$ cat src/rtl/ccff_chain_loader.sv
// rtl/ccff_chain_loader.sv - shifts host bitstream words serially onto the configuration-chain head
// Optional CRC-16 readback of ccff_tail is compiled in with CCFF_READBACK_EN.
module ccff_chain_loader #(
  parameter int CHAIN_LEN = 8,
  parameter int WORD_W    = 4,
  parameter int CNT_W     = $clog2(CHAIN_LEN + 1)
) (
  input  logic              prog_clk,
  input  logic              pReset,
  input  logic              start,
  input  logic [WORD_W-1:0] s_data,
  input  logic              s_valid,
  output logic              s_ready,
  output logic              ccff_head,
  input  logic              ccff_tail,
  output logic              cfg_clk_en,
  output logic              busy,
  output logic              done,
  output logic              config_done,
  output logic [15:0]       rb_crc
);

  localparam int NUM_WORDS = (CHAIN_LEN + WORD_W - 1) / WORD_W;
  localparam int LAST_BITS = CHAIN_LEN - (NUM_WORDS - 1) * WORD_W;
  localparam int BL_W      = $clog2(WORD_W + 1);
  localparam int WC_W      = $clog2(NUM_WORDS + 1);

  typedef enum logic [1:0] {IDLE, LOAD, FIN} state_t;

  state_t            state_q, state_d;
  logic [WORD_W-1:0] buf_q, buf_d;
  logic [BL_W-1:0]   bits_left_q, bits_left_d;
  logic [CNT_W-1:0]  bit_cnt_q, bit_cnt_d;
  logic [WC_W-1:0]   word_cnt_q, word_cnt_d;
  logic              head_q, head_d;
  logic              en_q, en_d;
  logic              done_q, done_d;
  logic              config_done_q, config_done_d;
  logic              accept;

  always_comb begin
    state_d       = state_q;
    buf_d         = buf_q;
    bits_left_d   = bits_left_q;
    bit_cnt_d     = bit_cnt_q;
    word_cnt_d    = word_cnt_q;
    head_d        = head_q;
    en_d          = 1'b0;
    done_d        = 1'b0;
    config_done_d = config_done_q;
    s_ready       = (state_q == LOAD) && (word_cnt_q < WC_W'(NUM_WORDS))
                    && (bits_left_q <= BL_W'(1));
    accept        = s_valid && s_ready;
    case (state_q)
      IDLE: begin
        if (start) begin
          state_d       = LOAD;
          buf_d         = '0;
          bits_left_d   = '0;
          bit_cnt_d     = '0;
          word_cnt_d    = '0;
          config_done_d = 1'b0;
        end
      end
      LOAD: begin
        if (bits_left_q != '0) begin
          head_d      = buf_q[WORD_W-1];
          en_d        = 1'b1;
          buf_d       = buf_q << 1;
          bits_left_d = bits_left_q - BL_W'(1);
          bit_cnt_d   = bit_cnt_q + CNT_W'(1);
          if (bit_cnt_q == CNT_W'(CHAIN_LEN - 1)) state_d = FIN;
        end
        // A new word may land on the same edge that emits the previous word's last bit.
        if (accept) begin
          buf_d       = s_data;
          bits_left_d = (word_cnt_q == WC_W'(NUM_WORDS - 1)) ? BL_W'(LAST_BITS) : BL_W'(WORD_W);
          word_cnt_d  = word_cnt_q + WC_W'(1);
        end
      end
      FIN: begin
        done_d        = 1'b1;
        config_done_d = 1'b1;
        state_d       = IDLE;
      end
      default: state_d = IDLE;
    endcase
  end

  always_ff @(posedge prog_clk or posedge pReset) begin
    if (pReset) begin
      state_q       <= IDLE;
      buf_q         <= '0;
      bits_left_q   <= '0;
      bit_cnt_q     <= '0;
      word_cnt_q    <= '0;
      head_q        <= 1'b0;
      en_q          <= 1'b0;
      done_q        <= 1'b0;
      config_done_q <= 1'b0;
    end else begin
      state_q       <= state_d;
      buf_q         <= buf_d;
      bits_left_q   <= bits_left_d;
      bit_cnt_q     <= bit_cnt_d;
      word_cnt_q    <= word_cnt_d;
      head_q        <= head_d;
      en_q          <= en_d;
      done_q        <= done_d;
      config_done_q <= config_done_d;
    end
  end

  assign ccff_head   = head_q;
  assign cfg_clk_en  = en_q;
  assign busy        = (state_q == LOAD);
  assign done        = done_q;
  assign config_done = config_done_q;

`ifdef CCFF_READBACK_EN
  logic [15:0] crc_q, crc_d;
  logic        crc_fb;

  // The tail is sampled on the same edge the chain shifts, so it still holds the old contents.
  always_comb begin
    crc_d  = crc_q;
    crc_fb = crc_q[15] ^ ccff_tail;
    if ((state_q == IDLE) && start) begin
      crc_d = 16'hFFFF;
    end else if (en_q) begin
      crc_d = {crc_q[14:0], 1'b0} ^ (crc_fb ? 16'h1021 : 16'h0000);
    end
  end

  always_ff @(posedge prog_clk or posedge pReset) begin
    if (pReset) crc_q <= '0;
    else        crc_q <= crc_d;
  end

  assign rb_crc = crc_q;
`else
  logic tail_unused;
  assign tail_unused = ccff_tail;
  assign rb_crc      = 16'h0000;
`endif

endmodule

$ cat config.mk
export PLATFORM = sky130hd
export DESIGN_NAME = ccff_chain_loader
export DESIGN_NICKNAME = d
export VERILOG_FILES = /design/src/rtl/ccff_chain_loader.sv
export SDC_FILE = /design/constraint.sdc
export NUM_CORES = 1
export LEC_CHECK = 0
export CORE_ASPECT_RATIO = 0.75
export CORE_MARGIN = 5
export CORE_UTILIZATION = 47
export DETAILED_ROUTE_END_ITERATION = 8
export PLACE_DENSITY_LB_ADDON = 0.3
export SLEW_MARGIN = 20
export SYNTH_ARGS = -nofsm -noshare
export SYNTH_HDL_FRONTEND = slang
export SYNTH_SLANG_ARGS = --single-unit
$ cat constraint.sdc
create_clock -name prog_clk -period 2.05 [get_ports prog_clk]
set_input_delay 0.3075 -clock prog_clk [delete_from_list [all_inputs] [get_ports prog_clk]]
set_output_delay 0.3075 -clock prog_clk [all_outputs]
set_load 0.01 [all_outputs]
==> results of run 1 <==
-- synthesized netlist by cell type --
library cell | number | area share (%)
o21bai_4 | 1 | 1.7
and3b_2 | 1 | 0.90
o41ai_1 | 1 | 0.79
mux2i_1 | 3 | 2.7
nand2_1 | 5 | 1.7
conb_1 | 1 | 0.34
buf_4 | 17 | 12
a21oi_1 | 5 | 2.3
nor2_1 | 11 | 3.7
nor2_2 | 2 | 1.1
a31oi_1 | 2 | 1.1
and2b_1 | 1 | 0.68
a21oi_2 | 1 | 0.79
nand2b_4 | 1 | 1.2
inv_2 | 2 | 0.68
o21ai_0 | 2 | 0.90
dfrtp_1 | 19 | 43
inv_1 | 7 | 2.4
buf_6 | 1 | 1.0
ha_1 | 4 | 4.5
o22ai_1 | 1 | 0.57
buf_2 | 1 | 0.45
o21ai_1 | 11 | 5.0
o32a_1 | 3 | 2.7
and3_1 | 4 | 2.3
nand2b_1 | 1 | 0.57
and3_4 | 1 | 1.0
nand3_1 | 2 | 0.90
mux2_1 | 1 | 1.0
nor3_1 | 1 | 0.45
nand4_1 | 1 | 0.57
a22oi_1 | 1 | 0.68
nand4b_1 | 1 | 0.79
-- what timing repair did --
action | 4_1_cts | 5_1_grt
hold buffers | 0 | 0
setup endpoints to repair | 1 | 1
gates resized for setup | 2 | 1
setup buffers | 1 | 2
hold endpoints to repair | 0 | 0
-- worst min path at each step --
| stage | start | to | cells past startpoint |
|---|---|---|---|
| after floorplan | pReset | bit_cnt_q[0]$_DFFE_PP0P_ | 1 |
| after global routing | pReset | ccff_head$_DFFE_PP0P_ | 3 |
| after CTS | pReset | bit_cnt_q[2]$_DFFE_PP0P_ | 3 |
| final | pReset | done$_DFF_PP0_ | 3 |
| after detailed placement | config_done$_DFFE_PP0P_ | config_done$_DFFE_PP0P_ | 2 |
| after global placement | ccff_head$_DFFE_PP0P_ | ccff_head$_DFFE_PP0P_ | 1 |
-- cells in the final DEF, fill, tap and decap left out, types with 2 or more instances in the layout --
cell and instances:
conb_1 16, clkdlybuf4s50_1 12, a21oi_1 5, nand2_1 5
buf_4 6, dfrtp_1 18, nor2_2 2, o21ai_1 11
o21ai_0 2, and3_1 4, nand3_1 2, a31oi_1 2
o32a_1 3, clkbuf_4 3, inv_2 3, inv_1 6
nor2_1 11, ha_1 4, mux2i_1 3
-- cells by family (layout without fill, tap and decap cells) --
| logic type | Yosys count | after routing | synth area share, % |
|---|---|---|---|
| multiplexers | 4 | 4 | 3.73 |
| flip-flops | 19 | 19 | 42.9 |
| other | 1 | 16 | 0.339 |
| AND/OR/NAND/NOR | 32 | 32 | 15.9 |
| AO/OA/AOI/OAI | 28 | 28 | 16.5 |
| buffers and inverters | 28 | 32 | 16.0 |
| adder cells (fa/ha/maj) | 4 | 4 | 4.52 |
-- critical path, stage by stage (launching register included) --
cell and delay [ps]:
dfrtp_2 470, nand2b_4 90, inv_2 130, clkdlybuf4s50_1 560
-- cell type report --
class / count / area, sq um / share of cell area (%)
clock buffer: 4 / 26.3 / 2.07
inverter: 9 / 33.8 / 2.67
tap: 34 / 42.5 / 3.36
sequential: 19 / 477 / 37.6
timing repair buffer: 19 / 178 / 14.0
multi-input combinational: 84 / 510 / 40.3
-- flip-flops by register name, indices dropped and copies added, names as in the netlist --
signal and count:
cfg_clk_en 1, state_q 2, word_cnt_q 2, config_done 1
bit_cnt_q 4, done 1, bits_left_q 3, buf_q 4
ccff_head 1
-- report_power, final --
| part | leakage, nW | switching, mW | internal (mW) |
|---|---|---|---|
| Combinational | 0.368 | 0.491 | 0.478 |
| Sequential | 0.233 | 0.126 | 0.539 |
| Clock | 0.0150 | 0.116 | 0.0759 |
| Total | 0.616 | 0.733 | 1.09 |
-- per-stage QoR --
| stage | cells | util [%] | setup slack (ps) |
|---|---|---|---|
| after floorplan | 131 | - | 434 |
| after global placement | 162 | 53.5 | 297 |
| after detailed placement | 162 | 53.5 | 261 |
| after CTS | 167 | 55.0 | 10.9 |
| after global routing | 169 | 55.8 | 107 |
| final | 169 | 55.8 | 190 |
-- per-layer routing --
| metal | wire length [um] | vias to the layer above |
|---|---|---|
| li1 | - | 406 |
| met1 | 946 | 397 |
| met2 | 876 | 40 |
| met3 | 185 | 6 |
| met4 | 26 | 0 |
| met5 | 0 | - |
==> run metrics, run 1 <==
status=complete, no violations; CP endpoint kind=output port; Top Usage Layer GRT=met2; clock root cell=clkbuf_4; Nets=approximately 150; post-route setup TNS=0 ps; share of post-route cells with drive strength above 1=about 15%; Design Area, Final=around 1300 sq um; peak supply drop=between 600 and 700 uV; Core Box Area=2270 sq um; H-tree depth=1; r2r endpoint=buf_q[2]$_DFFE_PP0P_; DR iter-0 viols=20; final global-route overflow total=0; GRT met3 Usage=around 6%; DR DRC count=0; row count=15; synthesized flop and latch total=19; crit start category=register; clk_skew=slightly below 1 ps; Setup-failing EPs final=0; CP Launch Point=state_q[0]$_DFFE_PP0P_; first-pass GRT wire length=around 3.4 mm; post-synthesis cell type count=33; initial antenna violation count=0; antenna cells=0; Initial Util=between 40% and 50%; Worst EP arrival=1550 ps; Worst Setup Path Type=register to output port; routed wire length=between 2 and 2.5 mm; PD cells=about 1400 nW/um^2; R2R depth=7; chip height=approximately 52 um; largest net degree at the start of global routing=20; Syn Area/Cell=9.55 sq um; fmax=~0.54 GHz; Worst Hold Class=input pin to async pin; Ports=31; Final GP Congestion=between 0.7 and 0.8; Worst-path clk slew=100 ps; register area share after synthesis=a little over two fifths; synthesized area=between 1000 and 1500 sq um; CTS tree=yes; GR Util All Layers=a little over an eighth; Die W=66.0 um; # port buffers=13; met2 GRT Util=about a fifth; total power draw=approximately 1.8 mW; r2r startpoint=bits_left_q[0]$_DFFE_PP0P_; Reg2Reg Setup Slack=~330 ps; deepest clock path buffer count=2; TritonRoute pass-1 iters=4; cells after synthesis=roughly 120; unrepaired setup endpoints after global routing=false; ANT nets after route=0; WHS=roughly 320 ps; Tmin final=about 1900 ps; DR vias/cell=5.02; CP Max Fanout=9; drt wl/cell=12.0 um; Critical Path Sink=busy; clock sinks=19; CTS Buf Count=3; final hold viol count=0; Layout area overhead=14.5%; final worst-path cycle share=about 90%; Detailed Place HPWL=1.51 mm; Final Slew Violations=0; vias in the first global route=approximately 750; Clock Latency Late Sink=approximately 300 ps; max cap viols=0; M1 GR Usage=around 18%; LEAKAGE=0.616 nW; Yosys warning total=0; die area=around 3400 sq um; required time worst endpoint=1740 ps; placed cell area=approximately 1200 sq um; number of fill cells=around 210; via count=849
No activity file was read; power rests on OpenSTA's default activity.
==> run 2: changes to the inputs <==
--- a/config.mk
+++ b/config.mk
@@ -7,7 +7,7 @@
 export LEC_CHECK = 0
 export CORE_ASPECT_RATIO = 0.75
 export CORE_MARGIN = 5
-export CORE_UTILIZATION = 47
+export CORE_UTILIZATION = 42
 export DETAILED_ROUTE_END_ITERATION = 8
 export PLACE_DENSITY_LB_ADDON = 0.3
 export SLEW_MARGIN = 20
==> constraint.sdc (replaced) <==
create_clock -name prog_clk -period 1.6 [get_ports prog_clk]
set_input_delay 0.24 -clock prog_clk [delete_from_list [all_inputs] [get_ports prog_clk]]
set_output_delay 0.24 -clock prog_clk [all_outputs]
set_load 0.01 [all_outputs]
==> run metrics, run 2 (same netlist as run 1, synthesis figures left out) <==
clk_skew=8.21 ps (+7.21 ps); share of post-route cells with drive strength above 1=24.3% (+9.5 points); chip height=54.5 um (+4.7%); DR vias/cell=4.73 (-5.9%); Worst Setup Slack, final=-13.6 ps (-204 ps); Tmin final=about 1600 ps; failing checks=setup timing; Final GP Congestion=0.794 (+4.9%); CP endpoint kind=output port; LEAKAGE=0.642 nW (+4.2%); crit start category=register; via count=851 (+0.24%); commonest non-fill, non-tap cell in the layout=dfrtp_1; Detailed Place HPWL=1.69 mm (+12%); unrepaired setup endpoints after global routing=true; vias in the first global route=859 (+15%); ANT nets after route=0 (unchanged); clock root cell=clkbuf_4; peak supply drop=1070 uV (+61%); Core Box Area=2560 sq um (+13%); GR Util All Layers=13.2% (-0.073 points); CTS tree=yes; CP Launch Point=bits_left_q[1]$_DFFE_PP0P_; r2r startpoint=bits_left_q[1]$_DFFE_PP0P_; # port buffers=13 (unchanged); deepest clock path buffer count=2 (unchanged); Regs by FF count=bit_cnt_q: 4 flops, buf_q: 4 flops, bits_left_q: 3 flops; Worst EP arrival=1370 ps (-180 ps); most frequent cells in the layout=dfrtp_1 (19), conb_1 (16), buf_4 (15); post-route setup TNS=-13.6 ps (-13.6 ps); DR iter-0 viols=20 (unchanged); antenna cells=0 (unchanged); die area=3770 sq um (+9.8%); Die W=69.3 um (+4.9%); final worst-path cycle share=101%; Worst-path clk slew=110 ps (about the same); max cap viols=0 (unchanged); Ports=31 (unchanged); final hold viol count=0 (unchanged); CTS Buf Count=3 (unchanged); initial antenna violation count=0 (unchanged); Final Slew Violations=0 (unchanged); fin cells=180 (+6.5%); DR DRC count=0 (unchanged); H-tree depth=1 (unchanged); largest net degree at the start of global routing=20 (unchanged); final global-route overflow total=0 (unchanged); drt wl/cell=12.8 um (+5.9%); row count=16 (+1); cell count after placement=173 (+6.8%); Setup-failing EPs final=1 (+1); routed wire length=2.30 mm (+13%); Nets=158 (+6.0%); CP Max Fanout=3 (-6); Clock Latency Late Sink=300 ps (about the same); status=finished with violations; first-pass GRT wire length=3.92 mm (+15%); number of fill cells=247 (+16%); Layout area overhead=22.1%; fmax=roughly 0.62 GHz; clock sinks=19 (unchanged); Initial Util=43.2% (-5.5 points); Worst Hold Class=input pin to async pin; PD cells=1900 nW/um^2 (+32%); Worst Setup Path Type=register to output port; required time worst endpoint=1360 ps (-380 ps); TritonRoute pass-1 iters=4 (unchanged)
run 2: cell count changes in the layout (fill, tap and decap cells not counted), sizes merged:
cell	delta
buf	+10
clkbuf	-1
clkdlybuf4s50	-1
clkinv	+1
dlygate4sd2	+1
dlymetal6s2s	-1
run 2: stage by stage:
stage	worst slack, ps	utilization (%)	hold slack, ps	power (mW)	cell area (sq um)
2_1_floorplan	2.05	-	191	1.75	1160
3_3_place_gp	-5.89	50.1	472	2.18	1280
3_5_place_dp	-36.9	50.1	478	2.25	1280
4_1_cts	-14.3	51.2	240	2.50	1310
5_1_grt	-80.5	52.8	271	2.81	1350
6_report	-13.6	52.8	245	2.57	1350
run 2: repair_timing:
| action | 4_1_cts | 5_1_grt |
|---|---|---|
| pin swaps | 2 | 0 |
| buffers inserted | 0 | 3 |
| resized for setup | 7 | 4 |
| setup endpoints to repair | 5 | 5 |
| hold buffers | 0 | 0 |
run 2: layer usage:
layer | share of wire (%) | vias to the layer above | global-route usage [%]
met5 | 0 | - | 0
met4 | 0 | 0 | 1.95
met3 | 4.8 | 0 | 4.22
met2 | 49 | 17 | 23.6
met1 | 46 | 412 | 16.3
li1 | - | 422 | -
run 2: critical path: stages, from the launching register on:
cell and delay [ps]:
dfrtp_1 410, inv_2 90, ha_2 160, o21bai_4 120, and3_4 190, buf_6 100
run 2: cell type report:
type                       instances  area [sq um]  share of cell area, %
multi-input combinational         84           528                   39.0
tap                               36          45.0                   3.33
clock inverter                     1          5.00                  0.370
inverter                           9          33.8                   2.50
sequential                        19           475                   35.2
timing repair buffer              28           243                   17.9
clock buffer                       3          22.5                   1.67
run 2: worst paths after layout:
check	end	slack (ps)	cells past startpoint
max in group asynchronous	buf_q[3]$_DFFE_PP0P_	1140	3
min reg2reg	config_done$_DFFE_PP0P_	500	2
max	s_ready	-10	5
max reg2reg	buf_q[3]$_DFFE_PP0P_	20	6
min	bits_left_q[1]$_DFFE_PP0P_	250	3
min in group prog_clk	buf_q[0]$_DFFE_PP0P_	490	3
run 2: where the power goes:
group | switching, mW | leakage, nW | internal (mW)
Sequential | 0.158 | 0.234 | 0.689
Combinational | 0.723 | 0.391 | 0.755
Clock | 0.154 | 0.0177 | 0.0932
Total | 1.04 | 0.642 | 1.54
==> run 3: changes to the inputs <==
--- a/config.mk
+++ b/config.mk
@@ -10,6 +10,7 @@
 export CORE_UTILIZATION = 42
 export DETAILED_ROUTE_END_ITERATION = 8
 export PLACE_DENSITY_LB_ADDON = 0.3
+export SETUP_SLACK_MARGIN = 0.4
 export SLEW_MARGIN = 20
 export SYNTH_ARGS = -nofsm -noshare
 export SYNTH_HDL_FRONTEND = slang
==> run metrics, run 3 (same netlist as run 1, synthesis figures left out) <==
status=complete, no violations; ANT nets after route=0 (unchanged); r2r endpoint=buf_q[1]$_DFFE_PP0P_; Design Area, Final=1520 sq um (+12%); Worst-path clk slew=110 ps (about the same); Initial Util=43.2% (unchanged); Worst Setup Path Type=register to output port; max cap viols=0 (unchanged); clock root cell=clkbuf_4; TritonRoute pass-1 iters=4 (unchanged); DR DRC count=0 (unchanged); Sequential Power Share=28.4% (-4.5 points); commonest non-fill, non-tap cell in the layout=buf_4; Nets=166 (+5.1%); Clock Latency Late Sink=300 ps (about the same); vias in the first global route=840 (-2.2%); share of post-route cells with drive strength above 1=40.1% (+16 points); Final GP Congestion=0.801 (+0.92%); crit start category=register; CP Max Fanout=3 (unchanged); first-pass GRT wire length=3.96 mm (+1.0%); Worst path depth=4 (-1); Regs by FF count=bit_cnt_q: 4 flops, buf_q: 4 flops, bits_left_q: 3 flops; crit-path max cell delay=450 ps (+40 ps); LEAKAGE=0.711 nW (+11%); CTS Buf Count=3 (unchanged); GR Util All Layers=13.8% (+0.57 points); Worst Hold Class=input pin to async pin; deepest clock path buffer count=2 (unchanged); Final Slew Violations=0 (unchanged); DR vias/cell=4.74 (+0.25%); Tmin final=1580 ps (-33.4 ps); fin cells=188 (+4.4%); most frequent cells in the layout=buf_4 (19), dfrtp_1 (18), conb_1 (16); required time worst endpoint=1360 ps (about the same); unrepaired setup endpoints after global routing=true; placed cell area=1300 sq um (+1.4%); clk_skew=1.68 ps (-6.52 ps); r2r startpoint=bits_left_q[1]$_DFFE_PP0P_; via count=891 (+4.7%); P_sw=1.24 mW (+20%); routed wire length=2.44 mm (+6.4%); fmax=0.633 GHz (+2.1%); Buf/Inv on CP=1 (-1); final worst-path cycle share=98.8% (-2.1 points); antenna cells=0 (unchanged); CP Launch Point=bits_left_q[0]$_DFFE_PP0P_; CP delay by family, top=flip-flops; Setup-failing EPs final=0 (-1); drt wl/cell=13.0 um (+1.8%); chip height=54.5 um (unchanged); H-tree depth=1 (unchanged); worst path cell trace=ha_4 > o21bai_4 > and3_1 > buf_2; final global-route overflow total=0 (unchanged); clock sinks=19 (unchanged); initial antenna violation count=0 (unchanged); Detailed Place HPWL=1.65 mm (-2.5%); final hold viol count=0 (unchanged); die area=3770 sq um (unchanged); Worst EP arrival=1340 ps (-30 ps); largest net degree at the start of global routing=20 (unchanged); cell count after placement=172 (-0.58%); Switching Fraction=41.0% (+0.73 points); Clk pwr share=8.3% (-1.3 points); Ports=31 (unchanged); Core Box Area=2560 sq um (unchanged); Die W=69.3 um (unchanged); total power draw=3.02 mW (+17%); R2R depth=7 (+1); PD cells=1990 nW/um^2 (+4.5%); Layout area overhead=37.3%; number of fill cells=226 (-8.5%); # port buffers=13 (unchanged); Internal=1.78 mW (+16%); post-layout util=59.3% (+6.5 points); Reg2Reg Setup Slack=40 ps (+20 ps); CP endpoint kind=output port; DR iter-0 viols=16 (-20%); CTS tree=yes; row count=16 (unchanged); peak supply drop=1050 uV (-2.2%); Slowest cell on crit path=dfrtp_2; combinational fraction of design power=63.3% (+5.8 points); post-route setup TNS=0 ps (+13.6 ps)
-- run 3: worst register-to-register path, stage by stage (launching register included) --
cell and delay (ps):
dfrtp_1 370, inv_2 60, buf_4 140, ha_4 170
and3b_2 240, a21oi_2 120, nor2_1 50, o32a_1 310
-- run 3: stage by stage --
step	setup WS, ps	hold slack (ps)
after floorplan	36.0	191
final	19.8	245
after detailed placement	-19.7	488
after global routing	-55.5	267
after global placement	-3.29	471
after CTS	7.20	240
-- run 3: power groups by stage --
| stage | clock (mW) | sequential (mW) | combinational (mW) |
|---|---|---|---|
| 6_report | 0.252 | 0.859 | 1.91 |
| 3_3_place_gp | 0 | 0.856 | 1.37 |
| 2_1_floorplan | 0 | 0.870 | 0.929 |
| 5_1_grt | 0.290 | 0.887 | 2.09 |
| 4_1_cts | 0.263 | 0.852 | 1.69 |
| 3_5_place_dp | 0 | 0.867 | 1.41 |
-- run 3: worst max path at each step --
| stage | slack [ps] | end |
|---|---|---|
| 2_1_floorplan | 40 | buf_q[1]$_DFFE_PP0P_ |
| 3_3_place_gp | -3 | s_ready |
| 3_5_place_dp | -20 | s_ready |
| 4_1_cts | 7 | buf_q[1]$_DFFE_PP0P_ |
| 5_1_grt | -60 | s_ready |
| 6_report | 20 | s_ready |
-- run 3: what timing repair did --
item,in CTS,in global routing
endpoints found under the setup margin,23,22
cloned,1,0
hold buffers,0,0
setup buffers,8,3
resized for setup,29,17
pin swaps,4,3
endpoints found under the hold margin,0,0
-- run 3: layer usage --
metal  vias up  track usage [%]  share of wire (%)
li1        443                -                  -
met1       414             17.5                 49
met2        30             22.6                 44
met3         4             4.22                5.7
met4         0             4.87                1.5
met5         -                0                  0
-- run 3: final cells by class --
class | count | area (sq um) | share of cell area, %
multi-input cells | 85 | 646 | 42.5
flip-flops and latches | 19 | 477 | 31.4
repair buffers | 35 | 288 | 18.9
well taps | 36 | 45.0 | 2.96
inverters | 9 | 38.8 | 2.55
clock buffers | 4 | 26.3 | 1.73
